==> src/rtl/icache_refill_writer.sv <==
// icache_refill_writer
//   Refill stage in front of the icache data RAM write port. It accepts a line
//   refill request, issues one L2 line read, packs pairs of half-width L2 beats
//   into full RAM words and writes them with full byte enables. At line end it
//   reports done (plus a sticky error flag) to the icache controller.
//
// Ports
//   clk, rst            clock, synchronous active-high reset
//   refill_req_i/gnt_o  request handshake from the controller (grant only in IDLE)
//   refill_index_i      line index in the data RAM
//   refill_l2addr_i     line-aligned L2 byte address
//   l2_req_o/addr_o     L2 line-read request, address held while requesting
//   l2_gnt_i            L2 accepts the request
//   l2_rvalid_i/rdata_i/rerr_i   returned beats (error qualified by valid)
//   ram_req_o/write_o/waddr_o/wdata_o/be_o   data RAM write port
//   refill_done_o/err_o one-cycle completion pulse with line error status
//
// Optional build macro ICACHE_REFILL_PERF_EN adds saturating counters
//   perf_refills_o (completed lines) and perf_err_o (lines with an error).
module icache_refill_writer #(
  parameter int unsigned DATA_WIDTH     = 64,
  parameter int unsigned ADDR_WIDTH     = 7,
  parameter int unsigned WORDS_PER_LINE = 4,
  parameter int unsigned L2_ADDR_WIDTH  = 32,
  localparam int unsigned BEAT_W = DATA_WIDTH / 2,
  localparam int unsigned WOFF_W = $clog2(WORDS_PER_LINE),
  localparam int unsigned IDX_W  = ADDR_WIDTH - WOFF_W
) (
  input  logic                      clk,
  input  logic                      rst,
  input  logic                      refill_req_i,
  output logic                      refill_gnt_o,
  input  logic [IDX_W-1:0]          refill_index_i,
  input  logic [L2_ADDR_WIDTH-1:0]  refill_l2addr_i,
  output logic                      l2_req_o,
  output logic [L2_ADDR_WIDTH-1:0]  l2_addr_o,
  input  logic                      l2_gnt_i,
  input  logic                      l2_rvalid_i,
  input  logic [BEAT_W-1:0]         l2_rdata_i,
  input  logic                      l2_rerr_i,
  output logic                      ram_req_o,
  output logic                      ram_write_o,
  output logic [ADDR_WIDTH-1:0]     ram_waddr_o,
  output logic [DATA_WIDTH-1:0]     ram_wdata_o,
  output logic [DATA_WIDTH/8-1:0]   ram_be_o,
  output logic                      refill_done_o,
`ifdef ICACHE_REFILL_PERF_EN
  output logic [31:0]               perf_refills_o,
  output logic [15:0]               perf_err_o,
`endif
  output logic                      refill_err_o
);

  localparam int unsigned NBEATS = 2 * WORDS_PER_LINE;
  localparam int unsigned CNT_W  = $clog2(NBEATS);

  typedef enum logic [1:0] {
    S_IDLE,
    S_REQ,
    S_DATA,
    S_DONE
  } state_t;

  state_t                     r_state;
  state_t                     w_state_next;
  logic [CNT_W-1:0]           r_cnt;
  logic                       r_err;
  logic                       r_pair_err;
  logic [BEAT_W-1:0]          r_lo;
  logic [IDX_W-1:0]           r_index;
  logic [L2_ADDR_WIDTH-1:0]   r_l2addr;
  logic                       r_wr;
  logic [ADDR_WIDTH-1:0]      r_waddr;
  logic [DATA_WIDTH-1:0]      r_wdata;
  logic                       w_beat;
  logic                       w_last;

  // Beats are only meaningful in DATA; stale beats in IDLE/REQ are dropped.
  assign w_beat = (r_state == S_DATA) && l2_rvalid_i;
  assign w_last = w_beat && (r_cnt == CNT_W'(NBEATS - 1));

  always_comb begin
    w_state_next  = r_state;
    refill_gnt_o  = 1'b0;
    l2_req_o      = 1'b0;
    l2_addr_o     = '0;
    refill_done_o = 1'b0;
    refill_err_o  = 1'b0;
    case (r_state)
      S_IDLE: begin
        refill_gnt_o = 1'b1;
        if (refill_req_i) w_state_next = S_REQ;
      end
      S_REQ: begin
        l2_req_o  = 1'b1;
        l2_addr_o = r_l2addr;
        if (l2_gnt_i) w_state_next = S_DATA;
      end
      S_DATA: begin
        if (w_last) w_state_next = S_DONE;
      end
      S_DONE: begin
        refill_done_o = 1'b1;
        refill_err_o  = r_err;
        w_state_next  = S_IDLE;
      end
      default: w_state_next = S_IDLE;
    endcase
  end

  always_ff @(posedge clk) begin
    if (rst) begin
      r_state    <= S_IDLE;
      r_cnt      <= '0;
      r_err      <= 1'b0;
      r_pair_err <= 1'b0;
      r_lo       <= '0;
      r_index    <= '0;
      r_l2addr   <= '0;
      r_wr       <= 1'b0;
      r_waddr    <= '0;
      r_wdata    <= '0;
    end else begin
      r_state <= w_state_next;
      r_wr    <= 1'b0;
      if ((r_state == S_IDLE) && refill_req_i) begin
        r_index  <= refill_index_i;
        r_l2addr <= refill_l2addr_i;
        r_err    <= 1'b0;
      end
      if (w_beat) begin
        // Counter width is exactly log2(NBEATS), so the last beat wraps it to 0.
        r_cnt <= r_cnt + CNT_W'(1);
        if (l2_rerr_i) r_err <= 1'b1;
        if (!r_cnt[0]) begin
          r_lo       <= l2_rdata_i;
          r_pair_err <= l2_rerr_i;
        end else begin
          // A word is written only if both of its beats arrived clean.
          r_wr    <= !(l2_rerr_i || r_pair_err);
          r_waddr <= {r_index, r_cnt[CNT_W-1:1]};
          r_wdata <= {l2_rdata_i, r_lo};
        end
      end
    end
  end

  assign ram_req_o   = r_wr;
  assign ram_write_o = r_wr;
  assign ram_waddr_o = r_wr ? r_waddr : '0;
  assign ram_wdata_o = r_wr ? r_wdata : '0;
  assign ram_be_o    = {(DATA_WIDTH/8){r_wr}};

`ifdef ICACHE_REFILL_PERF_EN
  logic [31:0] r_perf_refills;
  logic [15:0] r_perf_err;

  always_ff @(posedge clk) begin
    if (rst) begin
      r_perf_refills <= '0;
      r_perf_err     <= '0;
    end else if (r_state == S_DONE) begin
      if (r_perf_refills != '1) r_perf_refills <= r_perf_refills + 32'd1;
      if (r_err && (r_perf_err != '1)) r_perf_err <= r_perf_err + 16'd1;
    end
  end

  assign perf_refills_o = r_perf_refills;
  assign perf_err_o     = r_perf_err;
`endif

endmodule

==> config.mk <==
export PLATFORM = sky130hd
export DESIGN_NAME = icache_refill_writer
export DESIGN_NICKNAME = d
export VERILOG_FILES = /design/src/rtl/icache_refill_writer.sv
export SDC_FILE = /design/constraint.sdc
export NUM_CORES = 1
export LEC_CHECK = 0
export ABC_AREA = 1
export ABC_CLOCK_PERIOD_IN_PS = 2800
export CAP_MARGIN = 0
export CORE_MARGIN = 8
export CORE_UTILIZATION = 35
export CTS_CLUSTER_DIAMETER = 120
export DETAILED_ROUTE_END_ITERATION = 12
export PLACE_DENSITY = 0.67
export SLEW_MARGIN = 20
export SYNTH_ARGS = -nofsm -noshare
export SYNTH_HDL_FRONTEND = slang
export SYNTH_SLANG_ARGS = --single-unit
==> constraint.sdc <==
create_clock -name clk -period 2.8 [get_ports clk]
set_input_delay 0.56 -clock clk [delete_from_list [all_inputs] [get_ports clk]]
set_output_delay 0.56 -clock clk [all_outputs]
set_load 0.01 [all_outputs]
Word-level counts from Yosys, hierarchy flattened

Index checks and enable logic that the tools add are counted.

Bitwise logic cells: 2
Add/sub/neg operators: 1
Reductions and logical operators: 10
Equality and inequality tests: 7
Muxes and demuxes: 14

Operators with widths:

| kind                                                | number |
|---|---|
| two-way mux 64 bit                                  | 1 |
| two-way mux 32 bit                                  | 1 |
| one-hot mux 2 bit (4 select lines)                  | 1 |
| two-way mux 1 bit                                   | 7 |
| two-way mux 7 bit                                   | 1 |
| two-way mux 2 bit                                   | 3 |
| != test 2 bit, second input constant                | 3 |
| equality test 2 bit, second input constant          | 2 |
| AND reduction 2 bit                                 | 2 |
| adder 3 x 1 -> 3 bit, second input constant         | 1 |
| equality test 3 bit, second input constant          | 1 |
| logical AND 1 bit                                   | 3 |
| AND reduction 3 bit                                 | 1 |
| OR reduction 3 bit                                  | 1 |
| equality test 2 x 1 -> 1 bit, second input constant | 1 |
| zero test 2 bit                                     | 1 |
| inverter 1 bit                                      | 2 |
| zero test 1 bit                                     | 1 |
| logical OR 1 bit                                    | 1 |

Input port bits: 75
Output and inout bits: 117
Register bits: 148
Logic and storage cells: 44

Depth between registers and ports, before layout

Depth after elaboration: 5
Mapped depth: 8
Gate-level depth less buffers: 8

Worst setup path before layout

OpenSTA, ideal clock, no wires.

Path kind: register to output
Start: register r_state[1]
End: output l2_addr_o[0]
Required time: 2240 ps
Path buffers: 2
Cell stages (with the launch flop): 7
Data arrival time: 1235 ps
Slack: 1005 ps
Cell sequence: dfxtp_1 > inv_1 > ha_1 > clkbuf_1 > clkbuf_1 > nand2_1 > inv_1

Longest elaborated chain between the ends: 2

Ends and longest elaborated chain:

| what                         | RTL line | source |
|---|---|---|
| start, declared              | 64       | `state_t r_state;` |
| start signal, assigned       | 124      | `r_state <= w_state_next;` |
| equality test 2 x 1 -> 1 bit | 89       | `case (r_state)` |
| two-way mux 32 bit           | 89       |  |
| end, declared                | 36       | `output logic [L2_ADDR_WIDTH-1:0] l2_addr_o,` |

Every way passes these cells.

Worst setup path after layout

Start: register r_state[1]
End: output l2_addr_o[3]

The elaborated chain is that of the path after synthesis.

==> flow_summary.json <==
{
  "ys_ff_latch": 148,
  "p_leak_nw": 4.42,
  "required_ps": 2240,
  "ys_seq_area_frac": 0.483,
  "syn_nets": 970,
  "drt_iter0_markers": 294,
  "slew_headroom": 0.550,
  "cts.path.max_buffers": 2,
  "grt_max_degree": 63,
  "min_period_ps": 2590,
  "cp_slowest_cell": "clkdlybuf4s50_1",
  "final_util": 0.502,
  "tightest_slew_ps": 674,
  "swShare": 0.279,
  "gp_congestion": 0.776,
  "syn-cell-area_mm2": 0.00613,
  "io_pins": 192,
  "status": "completed",
  "yosysWarnings": 0,
  "setup-tns-final_ps": 0,
  "vias_per_cell": 4.42,
  "post_cts_resized": 0,
  "worstSetupStartpointType": "flop",
  "ant_nets": 0,
  "hp-class": "flop to flop",
  "dieArea_mm2": 0.0220,
  "placed_cell_area_mm2": 0.00811,
  "setup_viol": 0,
  "finalWirelength_um": 17400,
  "p_per_area_mw_per_mm2": 663,
  "grt_pass1_vias": 5410,
  "max_freq_mhz": 386,
  "dpl.hpwl_um": 11500,
  "clock-sinks": 148,
  "finalPower_mw": 5.74,
  "hold_ws_ps": 477,
  "cts_tree": "yes",
  "htreeDepth": 4,
  "crit_path_cell_trace": "inv_1 > ha_1 > buf_4 > nand2_1 > inv_1 > clkdlybuf4s50_1",
  "clock_skew_ps": 5.54,
  "first_pass_iters": 4,
  "slowest_delay_ps": 550,
  "path_clk_slew_ps": 60,
  "fin_nets": 1129,
  "fin_crit_sh": 0.926,
  "rows": 48,
  "yosys.area_share.simple": 0.259,
  "critPathCaptureType": "output port",
  "insertion_delay_ps": 410,
  "wl_per_cell_um": 13.5,
  "crit_top_cell": "inv_1",
  "arrival_ps": 2030,
  "p_int_mw": 4.14,
  "grt_usage": 0.156,
  "start_util": 0.356,
  "synthCells": 889,
  "post-route-cell-area_mm2": 0.00866,
  "gr-total-overflow": 0,
  "slew_violations": 0,
  "fp.coreArea_mm2": 0.0172,
  "antenna_found_initial": 0,
  "synth_xor_area_frac": 0,
  "clockPowerShare": 0.374,
  "crit_type": "flop to output port",
  "seqPwrFrac": 0.444,
  "postCtsHoldBufs": 0,
  "vias": 5677,
  "rr_worst_depth": 7,
  "cts_setup_buffers": 0,
  "synthAdderAreaFrac": 0.0122,
  "synth-compound-area-share": 0.119,
  "synth_cell_types": 21,
  "drcViolationCount": 0,
  "holdPathStages": 1,
  "r2r_slack_ps": 1060,
  "dieHeight_um": 148,
  "syn_area_per_cell_um2": 6.89,
  "synth_top_family_by_area": "simple AND/OR/NAND/NOR gates",
  "cts-root-buf": "clkbuf_16",
  "drive_gt1_frac": 0.0463,
  "cp_max_fo": 34,
  "diodes": 0,
  "vdd_ir_drop_max_uv": 407,
  "die_w_um": 148,
  "port_buffers": 191,
  "power.share.combinational": 0.182,
  "maxCapViolCount": 0,
  "rsz0062_at_grt": "false",
  "grt_pass1_wl_um": 27700,
  "finalHoldViolCount": 0,
  "yosys-mux-area-fraction": 0,
  "cts_buffers": 17,
  "syn_to_final_growth_pct": 41.3,
  "p_switching_mw": 1.60
}
-- flip-flops by register name, summed over array words and instances, names as in the netlist --
name        flops
r_index         5
r_waddr         7
r_state         2
ram_req_o       1
r_wdata        64
r_cnt           3
r_l2addr       32
r_pair_err      1
r_lo           32
r_err           1
-- per-layer routing --
layer  track usage  vias up  routed length (µm)
met2         0.237      179                7360
met4        0.0403        0                 165
met1         0.197     2503                8320
met3        0.0668       13                1530
met5             0        -                   0
li1              -     2982                   -
-- cell usage in the layout (no fill, tap or decap) --
master and instances:
nor2_1 286, clkdlybuf4s50_1 191, dfxtp_1 147, o21ai_0 126, nand2_1 118, inv_1 111
clkbuf_16 17, o21ai_1 16, buf_4 9, ha_1 6, clkinv_2 5, a21oi_1 4
inv_2 3, clkinvlp_4 3, clkbuf_1 3, buf_12 3, nor2_4 2, bufinv_16 2
nand3_1 1, nand2_4 1, nand2_2 1, nand4_1 1, nor4_4 1, clkinv_4 1
dfxtp_2 1
-- synthesized netlist by cell type (all sizes together) --
cell type / number / area [µm²]
nor2: 288 / 1100
buf: 36 / 233
nand3: 1 / 5.00
dfxtp: 148 / 2960
inv: 115 / 432
ha: 6 / 75.1
o21ai: 142 / 711
a21oi: 4 / 20.0
nor4: 1 / 21.3
nand4: 1 / 6.26
nand2: 120 / 460
clkbuf: 27 / 106
-- path summary, 6_finish.rpt --
path / from / end
max: r_state[1] / l2_addr_o[3]
min: r_pair_err / ram_req_o
max reg2reg: r_state[0] / r_lo[1]
min reg2reg: r_pair_err / ram_req_o
-- logic make-up (layout without fill, tap and decap cells) --
family	Yosys count	count (layout)
buf+inv	178	348
flops	148	148
fa+ha+maj	6	6
compound gates	146	146
simple gates	411	411
-- through the flow --
step	setup WS (ps)	cells
after global placement	571	1254
after floorplan	1000	889
after CTS	171	1284
after detailed placement	555	1254
after global routing	47.9	1284
final	207	1284
-- worst max-delay path, delay by kind of cell (launching register included) --
kind / cells / cell delay [ps]
flip-flops: 1 / 320
buffers and inverters: 4 / 1050
AND/OR/NAND/NOR: 1 / 90
adder cells (fa/ha/maj): 1 / 150
-- area by class of cell --
class,instances,area [µm²]
Tap cell,225,282
Clock inverter,10,111
Multi-Input combinational cell,563,2390
Inverter,115,433
Sequential cell,148,2960
Fill cell,1704,8580
Timing Repair Buffer,203,2040
Clock buffer,20,437
-- power groups by stage --
stage	logic [mW]	registers, mW	clock network, mW
2_1_floorplan	0.665	2.55	0
3_3_place_gp	1.04	2.59	0
3_5_place_dp	1.06	2.59	0
4_1_cts	1.07	2.55	2.21
5_1_grt	1.18	2.58	2.30
6_report	1.05	2.55	2.14
No activity file was read; power rests on OpenSTA's default activity.
